===== src/rtl/instr_fetch_unit.sv =====
`default_nettype none
// ============================================================================
//  Module   : instr_fetch_unit
//  Brief    : Fixed-latency instruction fetch with valid/ready hand-off to
//             decode, redirect support and halt on the unmapped fill pattern.
//  Revision : 1.0  initial release
// ============================================================================
module instr_fetch_unit #(
   parameter logic [63:0] RESET_PC    = 64'h0,
   parameter int unsigned WAIT_CYCLES = 3,
   parameter logic [31:0] FILL_WORD   = 32'hABCDDCBA
) (
   input  logic        CLK,
   input  logic        Reset_L,
   output logic [63:0] Address,
   input  logic [31:0] Data,
   output logic [31:0] Instr,
   output logic [63:0] InstrPC,
   output logic        InstrValid,
   input  logic        InstrReady,
   input  logic        Redirect,
   input  logic [63:0] RedirectPC,
   output logic        Halted,
   output logic [31:0] FetchCount
);

   typedef enum logic [1:0] {
      ST_WAIT  = 2'd0,
      ST_VALID = 2'd1,
      ST_HALT  = 2'd2
   } state_t;

   localparam logic [3:0] c_last_cnt = 4'(WAIT_CYCLES - 1);

   state_t      r_state;
   state_t      w_state;
   logic [3:0]  r_cnt;
   logic [3:0]  w_cnt;
   logic [63:0] r_pc;
   logic [63:0] w_pc;
   logic [31:0] r_instr;
   logic [31:0] w_instr;
   logic [63:0] r_instr_pc;
   logic [63:0] w_instr_pc;
   logic        r_valid;
   logic        w_valid;
   logic        r_halted;
   logic        w_halted;
   logic [31:0] r_fetch_count;
   logic [31:0] w_fetch_count;
   logic        w_handshake;

   // Redirect targets are word aligned; the low address bits are dropped.
   logic        w_unused_redirect_lsbs;
   assign w_unused_redirect_lsbs = ^RedirectPC[1:0];

   always_ff @(posedge CLK or negedge Reset_L) begin
      if (!Reset_L) begin
         r_state <= ST_WAIT;
      end else begin
         r_state <= w_state;
      end
   end

   always_comb begin
      w_state       = r_state;
      w_cnt         = r_cnt;
      w_pc          = r_pc;
      w_instr       = r_instr;
      w_instr_pc    = r_instr_pc;
      w_valid       = r_valid;
      w_halted      = r_halted;
      w_fetch_count = r_fetch_count;
      w_handshake   = (r_state == ST_VALID) && InstrReady;

      // A handshake is counted even when a redirect lands on the same cycle.
      if (w_handshake) begin
         w_fetch_count = r_fetch_count + 32'd1;
      end

      if (Redirect) begin
         w_pc     = {RedirectPC[63:2], 2'b00};
         w_cnt    = 4'd0;
         w_valid  = 1'b0;
         w_halted = 1'b0;
         w_state  = ST_WAIT;
      end else begin
         case (r_state)
            ST_WAIT: begin
               w_cnt = r_cnt + 4'd1;
               if (r_cnt == c_last_cnt) begin
                  if (Data == FILL_WORD) begin
                     w_halted = 1'b1;
                     w_state  = ST_HALT;
                  end else begin
                     w_instr    = Data;
                     w_instr_pc = r_pc;
                     w_valid    = 1'b1;
                     w_state    = ST_VALID;
                  end
               end
            end
            ST_VALID: begin
               if (InstrReady) begin
                  w_pc    = r_pc + 64'd4;
                  w_cnt   = 4'd0;
                  w_valid = 1'b0;
                  w_state = ST_WAIT;
               end
            end
            ST_HALT: begin
               w_state = ST_HALT;
            end
            default: begin
               w_state = ST_WAIT;
            end
         endcase
      end
   end

   always_ff @(posedge CLK or negedge Reset_L) begin
      if (!Reset_L) begin
         r_cnt         <= 4'd0;
         r_pc          <= RESET_PC;
         r_instr       <= 32'd0;
         r_instr_pc    <= 64'd0;
         r_valid       <= 1'b0;
         r_halted      <= 1'b0;
         r_fetch_count <= 32'd0;
      end else begin
         r_cnt         <= w_cnt;
         r_pc          <= w_pc;
         r_instr       <= w_instr;
         r_instr_pc    <= w_instr_pc;
         r_valid       <= w_valid;
         r_halted      <= w_halted;
         r_fetch_count <= w_fetch_count;
      end
   end

   assign Address    = r_pc;
   assign Instr      = r_instr;
   assign InstrPC    = r_instr_pc;
   assign InstrValid = r_valid;
   assign Halted     = r_halted;
   assign FetchCount = r_fetch_count;

endmodule
`default_nettype wire


===== config.mk =====
export PLATFORM = sky130hd
export DESIGN_NAME = instr_fetch_unit
export DESIGN_NICKNAME = d
export VERILOG_FILES = /design/src/rtl/instr_fetch_unit.sv
export SDC_FILE = /design/constraint.sdc
export NUM_CORES = 1
export LEC_CHECK = 0
export BUFFER_PORTS_ARGS = -buffer_cell sky130_fd_sc_hd__buf_2
export CORE_MARGIN = 2
export CORE_UTILIZATION = 51
export DETAILED_ROUTE_END_ITERATION = 16
export MAX_ROUTING_LAYER = met4
export PLACE_DENSITY_LB_ADDON = 0.2
export SLEW_MARGIN = 0
export SYNTH_ARGS = -nofsm -noshare
export SYNTH_HDL_FRONTEND = slang
export SYNTH_SLANG_ARGS = --single-unit

===== constraint.sdc =====
create_clock -name CLK -period 2.7 [get_ports CLK]
set_input_delay 0.135 -clock CLK [delete_from_list [all_inputs] [get_ports CLK]]
set_output_delay 0.135 -clock CLK [all_outputs]
set_load 0.05 [all_outputs]

Word level (Yosys, flattened, before mapping)
Index checks and enable logic that the tools add are counted.
Widths: inputs -> output; s select.
{"block": "totals", "out_inout_bits": 194, "regBits": 200, "word_cells": 54, "input_bits": 100}
{"block": "op_classes", "eq_ne": 7, "addsub": 3, "n_mux": 20, "bitwise": 2, "reduce_logical": 14}
{"operator": "$mux 64", "count": 3}
{"operator": "$add 64x3->64 const B", "count": 1}
{"operator": "$add 32x1->32 const B", "count": 1}
{"operator": "$eq 32x32->1 const B", "count": 1}
{"operator": "$reduce_bool 2->1", "count": 5}
{"operator": "$ne 3x3->1 const B", "count": 3}
{"operator": "$mux 1", "count": 8}
{"operator": "$mux 2", "count": 4}
{"operator": "$mux 4", "count": 2}
{"operator": "$pmux 4 s2", "count": 1}
{"operator": "$reduce_and 4->1", "count": 2}
{"operator": "$pmux 2 s3", "count": 1}
{"operator": "$reduce_and 2->1", "count": 3}
{"operator": "$add 4x1->4 const B", "count": 1}
{"operator": "$eq 4x2->1 const B", "count": 1}
{"operator": "$reduce_and 3->1", "count": 1}
{"operator": "$reduce_bool 3->1", "count": 1}
{"operator": "$eq 2x1->1 const B", "count": 1}
{"operator": "$eq 2x2->1 const B", "count": 1}
{"operator": "$logic_not 2->1", "count": 1}
{"operator": "$not 1->1", "count": 2}
{"operator": "$pmux 1 s2", "count": 1}
{"operator": "$logic_and 1x1->1", "count": 1}

Depth between registers and ports, before layout
Gate-level depths: netlist of the first run.
{"block": "depth", "ltp_word": 5, "ltp_mapped": 8, "depth_no_buf": 6}

Least setup slack after synthesis of the first run
No wires, ideal clock.
{"block": "synth_timing", "kind": "register to register", "startpoint": "register r_pc[4], in the netlist Address[4]", "endpoint": "register r_pc[23], in the netlist Address[23]", "t_required_ns": 2.566, "synth_period_minus_slack_ns": 2.354, "arrival_time_ns": 2.220, "path_buffers": 3, "setup_time_ns": 0.134, "stages_incl_launch_ff": 9, "setup_slack_ns": 0.346, "path_cell_list": "dfrtp_1 > buf_2 > nand2_1 > nor4_4 > buf_2 > buf_2 > nand2_1 > o311ai_1 > nand3_1"}
{"block": "synth_via", "elab_chain_len": 4}
{"item": "start, declared", "line_no": "39", "source": "logic [63:0] r_pc;"}
{"item": "start signal, assigned", "line_no": "132", "source": "r_pc <= w_pc;"}
{"item": "$add 64x3->64", "line_no": "105", "source": "w_pc = r_pc + 64'd4;"}
{"item": "$mux 64", "line_no": "104", "source": "if (InstrReady) begin"}
{"item": "$mux 64", "line_no": "88", "source": "case (r_state)"}
{"item": "$mux 64", "line_no": "81", "source": "if (Redirect) begin"}
Every way passes these cells. The select of a mux whose other input is x is not followed.
A chain may end at the register's enable or synchronous reset.

Worst setup path in the final report of the first run
{"block": "layout_timing", "startpoint": "register r_pc[3], in the netlist Address[3]", "endpoint": "register r_pc[52], in the netlist Address[52]"}
The elaborated chain is that of the path after synthesis.

==> results.py, run 1 <==
metrics = {
    "run_status": {
        "status": "complete, no violations",
    },
    "placed_design": {
        "dp_slack_ns": 0.342,
        "port_buffers": 287,
        "hpwl_um": 17900,
        "dp_cells": 1341,
        "gp_congestion": 0.910,
    },
    "timing": {
        "slew_headroom_pct": 53.2,
        "setup_ws_ns": 0.263,
        "finalSetupViolCount": 0,
        "fin_skew_ns": 0.00954,
        "finalHoldViolCount": 0,
        "worst_pin_slew_ns": 0.696,
        "grt_setup_unrepaired": "false",
        "layout_min_cycle_time_ns": 2.44,
        "fin_crit_sh_pct": 90.2,
        "drv_slew": 0,
        "tns_ns": 0,
        "timing.fmax_ghz": 0.410,
    },
    "setup_path": {
        "critPathMaxFanout": 6,
        "end_kind": "flop",
        "worstPathRequired_ns": 3.06,
        "criticalPathCategory": "reg2reg",
        "cp_top_family": "simple AND/OR/NAND/NOR gates",
        "r2r-start": "Address[3]",
        "crit_slowest_cell": "nor3_1",
        "rr_worst_depth": 6,
        "reg2reg_to": "Address[52]",
        "path_cells": "ha_1 -> nand4b_2 -> nor3_1 -> nand4_1 -> or4_1 -> nand3_1",
        "r2r_setup_slack_ns": 0.26,
        "arrival_ns": 2.80,
        "cp_num_buf_inv": 0,
        "max_stage_delay_ns": 0.58,
        "startpoint_type": "flop",
    },
    "floorplanning": {
        "die_w_um": 139,
        "die_h_um": 139,
        "die_area_mm2": 0.0193,
        "rows": 49,
        "start_util_pct": 51.8,
        "ios": 294,
        "coreArea_mm2": 0.0179,
    },
    "power": {
        "peakVddDrop_mv": 0.805,
        "p_leak_nw": 5.83,
        "power_density_mw_per_mm2": 968,
    },
    "finish": {
        "final_cell_mix": "285 x buf_2, 196 x dfrtp_1, 95 x mux2_2",
        "area_growth_pct": 35.3,
        "multi_input_area_mm2": 0.00414,
        "final_cells": 1468,
        "drive_gt1_share_pct": 36.1,
        "finalNetCount": 1328,
        "final_common_cell": "buf_2",
        "nFillCells": 1360,
        "regArea_mm2": 0.00490,
    },
    "route": {
        "drtIter0Drc": 499,
        "ant_nets": 0,
        "routed_via_density": 5.48,
        "dr.max_layer_used": "met4",
        "num_vias": 8038,
        "wirelength_um": 26100,
        "drc": 0,
        "wire_per_inst_um": 17.8,
        "dr_wl_met3_um": 1490,
        "wl_met1_um": 11400,
        "wl_met2_um": 12600,
        "first_pass_iters": 5,
    },
    "synthesis": {
        "synth-edff-count": 0,
        "synth_compound_area_share_pct": 5.24,
        "synth.distinct_cells": 55,
        "synth_simple_gate_area_share_pct": 20.0,
        "synth_ff_type": "dfrtp_1",
        "synth_seq_cells": 196,
        "yosys_warnings": 0,
        "synth_top_family_by_area": "simple AND/OR/NAND/NOR gates",
        "synth_area_mm2": 0.00927,
        "netlist_instances": 844,
        "synthAdderAreaFrac_pct": 0.540,
        "synthMuxAreaShare_pct": 12.4,
        "synth_area_per_cell_um2": 11.0,
        "async_reset_ff_share_pct": 100,
        "yosysSeqAreaShare_pct": 52.9,
        "synth_xor_area_share_pct": 6.24,
    },
    "flow_run": {
        "maxCapViolCount": 0,
    },
    "clock_tree": {
        "cts_max_level": 4,
        "cts_sinks": 196,
        "postCtsResizedCells": 0,
        "clk_latency_ns": 0.43,
        "cts_root_buffer": "clkbuf_16",
        "cts_tree": "built",
        "cts_buffers": 17,
        "postCtsHoldBufs": 93,
        "path_clk_slew_ns": 0.07,
        "clockBufferDepth": 2,
        "post-cts-setup-buffers": 0,
    },
    "grt": {
        "grt_pass1_wl_um": 42600,
        "grt_pass1_vias": 8142,
        "grt_usage_pct": 28.1,
        "antenna_found_initial": 1,
        "grt_max_degree": 83,
        "globalRouteOverflowTotal": 0,
    },
    "hold_path": {
        "hp-start": "RedirectPC[41]",
        "worstHoldPathType": "in2reg",
        "holdPathEnd": "Address[41]",
        "min_path_cells": 3,
    },
}
per-layer routing:
metal / track usage (%) / up-vias
met4: 8.88 / 0
met2: 44.4 / 312
met1: 37.7 / 3875
met5: - / -
met3: 4.52 / 42
li1: - / 3809
sequential cells by signal, indices dropped and copies added, names as in the netlist:
signal,cells
Address,62
r_state,2
Halted,1
r_cnt,4
FetchCount,32
InstrPC,62
Instr,32
InstrValid,1
where the power goes:
| group | internal [mW] | total, mW | switching, mW |
|---|---|---|---|
| clock network | 1.46 | 2.63 | 1.17 |
| logic | 1.39 | 5.21 | 3.82 |
| registers | 3.75 | 4.30 | 0.552 |
worst min-delay path, delay by kind of cell:
| kind | cells | cell delay [ns] |
|---|---|---|
| buffers and inverters | 1 | 0.07 |
| AND/OR/NAND/NOR | 1 | 0.09 |
| AO/OA/AOI/OAI | 1 | 0.12 |
cells by family after synthesis:
kind of cell,after synthesis
AND/OR/NAND/NOR,339
adder cells (fa/ha/maj),4
flip-flops,196
buffers and inverters,54
XOR/XNOR,66
multiplexers,103
AO/OA/AOI/OAI,81
other,1
stage by stage:
step,power (mW),utilization [%],instance area (µm²),hold slack [ns]
final,12.1,70.1,12500,0.0145
after global routing,12.6,70.0,12500,0.0425
after CTS,12.2,70.0,12500,0.00656
after detailed placement,9.41,61.4,11000,0.228
after global placement,9.32,61.4,11000,0.226
after floorplan,8.13,-,9280,-0.161
area by class of cell:
type	instances	share of cell area, %
Clock inverter	12	1.15
Antenna cell	2	0.0399
Inverter	15	0.449
Clock buffer	20	3.72
Sequential cell	196	39.1
Timing Repair Buffer	397	20.3
Tap cell	229	2.28
Multi-Input combinational cell	597	33.0
worst max-delay path by stage:
stage	startpoint	endpoint	slack [ns]	depth (start not counted)
2_1_floorplan	Address[4]	Address[23]	0.35	8
3_3_place_gp	Address[10]	Address[49]	0.37	5
3_5_place_dp	Address[2]	Address[60]	0.34	6
4_1_cts	Address[2]	Address[52]	0.27	6
5_1_grt	Address[2]	Address[52]	0.02	6
6_report	Address[3]	Address[52]	0.26	6
synth_stat cells (2+ instances only):
library cell | n | area share [%]
a21oi_1 | 7 | 0.38
a221o_1 | 2 | 0.22
a22oi_1 | 4 | 0.32
a31oi_1 | 11 | 0.74
and2_1 | 4 | 0.27
and3_1 | 10 | 0.68
and4_1 | 4 | 0.38
buf_1 | 2 | 0.081
buf_2 | 15 | 0.81
buf_4 | 4 | 0.32
clkbuf_1 | 17 | 0.69
dfrtp_1 | 196 | 53
ha_1 | 4 | 0.54
inv_1 | 15 | 0.61
mux2_2 | 95 | 12
mux2i_1 | 8 | 0.86
nand2_1 | 89 | 3.6
nand2b_1 | 2 | 0.13
nand3_1 | 50 | 2.7
nand4_1 | 47 | 3.2
nand4_2 | 2 | 0.27
nand4b_1 | 4 | 0.38
nand4bb_1 | 2 | 0.24
nor2_1 | 48 | 1.9
nor2b_1 | 6 | 0.41
nor3_1 | 22 | 1.2
nor3_2 | 2 | 0.22
nor4_1 | 17 | 1.1
nor4_2 | 2 | 0.27
nor4_4 | 3 | 0.69
o21ai_0 | 30 | 1.6
o21ai_1 | 13 | 0.70
o311ai_1 | 3 | 0.28
o31a_1 | 3 | 0.28
o31ai_1 | 3 | 0.24
or3_1 | 9 | 0.61
or4_1 | 7 | 0.57
xnor2_1 | 30 | 2.8
xor2_1 | 36 | 3.4
No activity file was read; power rests on OpenSTA's default activity.
==> inputs of run 2 (changes only) <==
clock period = 2.8 ns   (was 2.7 ns; I/O delays follow)
==> results.py, run 2 (same netlist as run 1, synthesis figures left out) <==
metrics = {
    "power": {
        "power_density_mw_per_mm2": 928,
        "design_power_total_mw": 11.6,
        "peakVddDrop_mv": 0.972,
        "p_leak_nw": 5.82,
    },
    "grt": {
        "grt_usage_pct": 27.5,
        "grt_pass1_vias": 7984,
        "gr-max-usage-layer": "met2",
        "antenna_found_initial": 2,
        "globalRouteOverflowTotal": 0,
        "use_met3_pct": 5.70,
        "grt_pass1_wl_um": 41700,
        "grt_max_degree": 70,
        "met2_usage_pct": 43.3,
        "grtUsageMet1_pct": 36.7,
    },
    "clock_tree": {
        "cts_root_buffer": "clkbuf_16",
        "cts_buffers": 17,
        "clk_latency_ns": 0.43,
        "cts_tree": "built",
        "post-cts-setup-buffers": 0,
        "cts_sinks": 196,
        "cts_max_level": 4,
        "path_clk_slew_ns": 0.07,
        "clockBufferDepth": 2,
    },
    "placed_design": {
        "dp_cells": 1340,
        "port_buffers": 287,
        "gp_congestion": 0.874,
        "place_area_mm2": 0.0110,
        "dp_slack_ns": 0.365,
        "hpwl_um": 18000,
    },
    "finish": {
        "final_cells": 1467,
        "utilization_pct": 69.9,
        "finalNetCount": 1327,
        "final_cell_mix": "285 x buf_2, 196 x dfrtp_1, 95 x mux2_2",
        "nFillCells": 1367,
        "area_growth_pct": 35.0,
        "final_common_cell": "buf_2",
        "stdcell_area_mm2": 0.0125,
        "drive_gt1_share_pct": 36.1,
    },
    "timing": {
        "worst_pin_slew_ns": 0.671,
        "tns_ns": 0,
        "drv_slew": 0,
        "setup_ws_ns": 0.290,
        "timing.fmax_ghz": 0.398,
        "finalHoldViolCount": 0,
        "fin_crit_sh_pct": 89.6,
        "slew_headroom_pct": 55.2,
        "fin_hold_ws_ns": 0.0218,
        "finalSetupViolCount": 0,
        "grt_setup_unrepaired": "false",
        "fin_skew_ns": 0.00902,
        "layout_min_cycle_time_ns": 2.51,
    },
    "route": {
        "num_vias": 8109,
        "drc": 0,
        "ant_nets": 0,
        "wire_per_inst_um": 17.4,
        "first_pass_iters": 6,
        "drtIter0Drc": 510,
        "wirelength_um": 25500,
        "routed_via_density": 5.53,
    },
    "floorplanning": {
        "coreArea_mm2": 0.0179,
        "start_util_pct": 51.8,
        "die_area_mm2": 0.0193,
        "die_w_um": 139,
        "die_h_um": 139,
        "rows": 49,
        "ios": 294,
    },
    "setup_path": {
        "cp_num_buf_inv": 0,
        "end_kind": "flop",
        "worstPathRequired_ns": 3.16,
        "path_cells": "nand3_1 -> nor4_4 -> nand4_2 -> or4_1 -> a31oi_1",
        "crit_slowest_cell": "nor4_4",
        "arrival_ns": 2.87,
        "cp_top_family": "simple AND/OR/NAND/NOR gates",
        "max_stage_delay_ns": 0.60,
        "criticalPathCategory": "reg2reg",
        "critPathMaxFanout": 9,
        "startpoint_type": "flop",
    },
    "hold_path": {
        "worstHoldPathType": "in2reg",
    },
    "flow_run": {
        "maxCapViolCount": 0,
    },
    "run_status": {
        "status": "complete, no violations",
    },
}
run 2: cell type report:
class	count	area, µm²	area share, %
clock buffer	18	439	3.51
tap	229	287	2.29
antenna	2	5.00	0.0400
inverter	15	56.3	0.450
sequential	196	4900	39.2
multi-input combinational	597	4140	33.1
clock inverter	14	149	1.19
timing repair buffer	396	2540	20.3
run 2: repair_timing:
action / 4_1_cts / 5_1_grt
endpoints found under the hold margin: 155 / 0
hold buffers: 93 / 0
resized for setup: 0 / 0
run 2: routing by layer:
metal | wire length [µm] | part of all wire [%] | up-vias
met2 | 12100 | 47 | 296
li1 | - | - | 3810
met1 | 11500 | 45 | 3955
met4 | 529 | 2.1 | 0
met5 | 0 | 0 | -
met3 | 1430 | 5.6 | 48
run 2: power breakdown:
group	internal, mW	leakage [nW]	switching [mW]
clock	1.35	0.285	1.12
sequential	3.61	2.39	0.525
combinational	1.33	3.14	3.67
total	6.30	5.82	5.32
run 2: worst paths after layout:
path,startpoint,endpoint,slack (ns),cells after the start
max in group asynchronous,Reset_L,InstrPC[4],1.69,3
min in group asynchronous,Reset_L,FetchCount[25],0.26,2
worst min register to register,FetchCount[31],FetchCount[31],0.47,1
worst min-delay path,RedirectPC[41],Address[41],0.02,3
worst max-delay path,Address[10],Address[49],0.29,5
worst max register to register,Address[10],Address[49],0.29,5
run 2: worst min-delay path, stage by stage:
cell	delay (ns)
buf_2	0.07
nand2b_1	0.09
o31a_1	0.12
==> inputs of run 3 (changes only) <==
BUFFER_PORTS_ARGS = default   (was -buffer_cell sky130_fd_sc_hd__buf_2)
CORE_UTILIZATION = 55   (was 51)
DONT_BUFFER_PORTS = 1   (was default)
PLACE_DENSITY = 0.81   (was default)
PLACE_DENSITY_LB_ADDON = default   (was 0.2)
==> results.py, run 3 (same netlist as run 1, synthesis figures left out) <==
metrics = {
    "run_status": {
        "status": "finished, violations left",
        "violations": "negative hold slack",
    },
    "grt": {
        "grt_pass1_wl_um": 42800,
        "globalRouteOverflowTotal": 0,
        "antenna_found_initial": 1,
        "grt_pass1_vias": 8058,
        "grt_max_degree": 197,
        "grt_usage_pct": 31.2,
    },
    "route": {
        "first_pass_iters": 5,
        "wirelength_um": 27200,
        "dr_wl_met3_um": 2580,
        "ant_nets": 0,
        "drc": 0,
        "wl_met1_um": 10400,
        "wire_per_inst_um": 21.9,
        "dr.max_layer_used": "met4",
        "routed_via_density": 6.22,
        "drtIter0Drc": 620,
        "num_vias": 7712,
        "wl_met2_um": 13300,
    },
    "finish": {
        "regArea_mm2": 0.00490,
        "drive_gt1_share_pct": 22.2,
        "area_growth_pct": 25.2,
        "final_common_cell": "dfrtp_1",
        "finalNetCount": 1110,
        "final_cell_mix": "196 x dfrtp_1, 96 x dlygate4sd3_1, 95 x mux2_2",
        "nFillCells": 1099,
        "multi_input_area_mm2": 0.00414,
    },
    "clock_tree": {
        "cts_buffers": 17,
        "postCtsResizedCells": 0,
        "postCtsHoldBufs": 97,
        "clk_latency_ns": 0.44,
        "path_clk_slew_ns": 0.08,
        "cts_max_level": 4,
        "clockBufferDepth": 2,
        "cts_root_buffer": "clkbuf_16",
        "post-cts-setup-buffers": 0,
        "cts_sinks": 196,
        "cts_tree": "built",
    },
    "floorplanning": {
        "coreArea_mm2": 0.0165,
        "rows": 47,
        "die_area_mm2": 0.0179,
        "die_w_um": 134,
        "start_util_pct": 56.1,
        "ios": 294,
        "die_h_um": 134,
    },
    "flow_run": {
        "maxCapViolCount": 0,
    },
    "timing": {
        "tns_ns": 0,
        "finalSetupViolCount": 0,
        "fin_skew_ns": 0.0136,
        "fin_crit_sh_pct": 86.6,
        "fin_hold_ws_ns": -0.610,
        "grt_setup_unrepaired": "false",
        "drv_slew": 0,
        "timing.fmax_ghz": 0.412,
        "worst_pin_slew_ns": 0.988,
        "layout_min_cycle_time_ns": 2.42,
        "slew_headroom_pct": 34.0,
        "finalHoldViolCount": 196,
    },
    "setup_path": {
        "critPathMaxFanout": 6,
        "worstPathRequired_ns": 3.17,
        "arrival_ns": 2.80,
        "criticalPathCategory": "reg2reg",
        "end_kind": "flop",
        "startpoint_type": "flop",
    },
    "hold_path": {
        "worstHoldPathType": "in2async",
    },
    "power": {
        "power_density_mw_per_mm2": 955,
        "p_leak_nw": 4.97,
        "peakVddDrop_mv": 0.805,
    },
    "placed_design": {
        "port_buffers": 0,
        "hpwl_um": 17200,
        "gp_congestion": 0.905,
    },
}
-- run 3: where the power goes --
group | switching (mW) | leakage, nW | total, mW | internal [mW]
Sequential | 3.08 | 2.39 | 6.65 | 3.57
Combinational | 0.988 | 2.28 | 1.87 | 0.885
Clock | 1.20 | 0.299 | 2.56 | 1.36
Total | 5.27 | 4.97 | 11.1 | 5.81
-- run 3: area by class of cell --
cell class | count | share of cell area, %
Sequential cell | 196 | 42.3
Multi-Input combinational cell | 597 | 35.6
Timing Repair Buffer | 179 | 13.9
Clock buffer | 17 | 3.67
Tap cell | 220 | 2.37
Clock inverter | 15 | 1.61
Inverter | 15 | 0.485
Antenna cell | 1 | 0.0216
-- run 3: worst max-delay path: stages, from the launching register on --
cell and delay, ns:
dfrtp_1 0.44, ha_1 0.23, nand4b_2 0.24, nor3_1 0.56, nand4_1 0.32, or4_1 0.47, nand3_1 0.10
-- run 3: final timing paths --
path / startpoint / end / slack (ns) / depth (start not counted)
setup reg to reg: Address[2] / Address[52] / 0.38 / 6
min in group CLK: Redirect / Address[54] / 0.02 / 2
hold reg to reg: FetchCount[0] / FetchCount[0] / 0.54 / 1
setup / recovery: Address[2] / Address[52] / 0.38 / 6
hold / removal: Reset_L / FetchCount[22] / -0.61 / 0
max in group asynchronous: Reset_L / Address[38] / 3.10 / 0
-- run 3: metal layers --
metal	GRT usage, %	up-vias
li1	-	3372
met1	36.9	3795
met2	50.1	449
met3	9.90	96
met4	11.9	0
met5	-	-
-- run 3: stage by stage --
| step | setup slack, ns | std cells | utilization (%) | power, mW | area, µm² |
|---|---|---|---|---|---|
| after floorplan | 0.446 | 847 | - | 7.84 | 9280 |
| after global placement | 0.495 | 1110 | 60.5 | 8.27 | 10000 |
| after detailed placement | 0.457 | 1110 | 60.5 | 8.37 | 10000 |
| after CTS | 0.406 | 1239 | 70.2 | 11.0 | 11600 |
| after global routing | 0.279 | 1240 | 70.2 | 11.4 | 11600 |
| final | 0.375 | 1240 | 70.2 | 11.1 | 11600 |
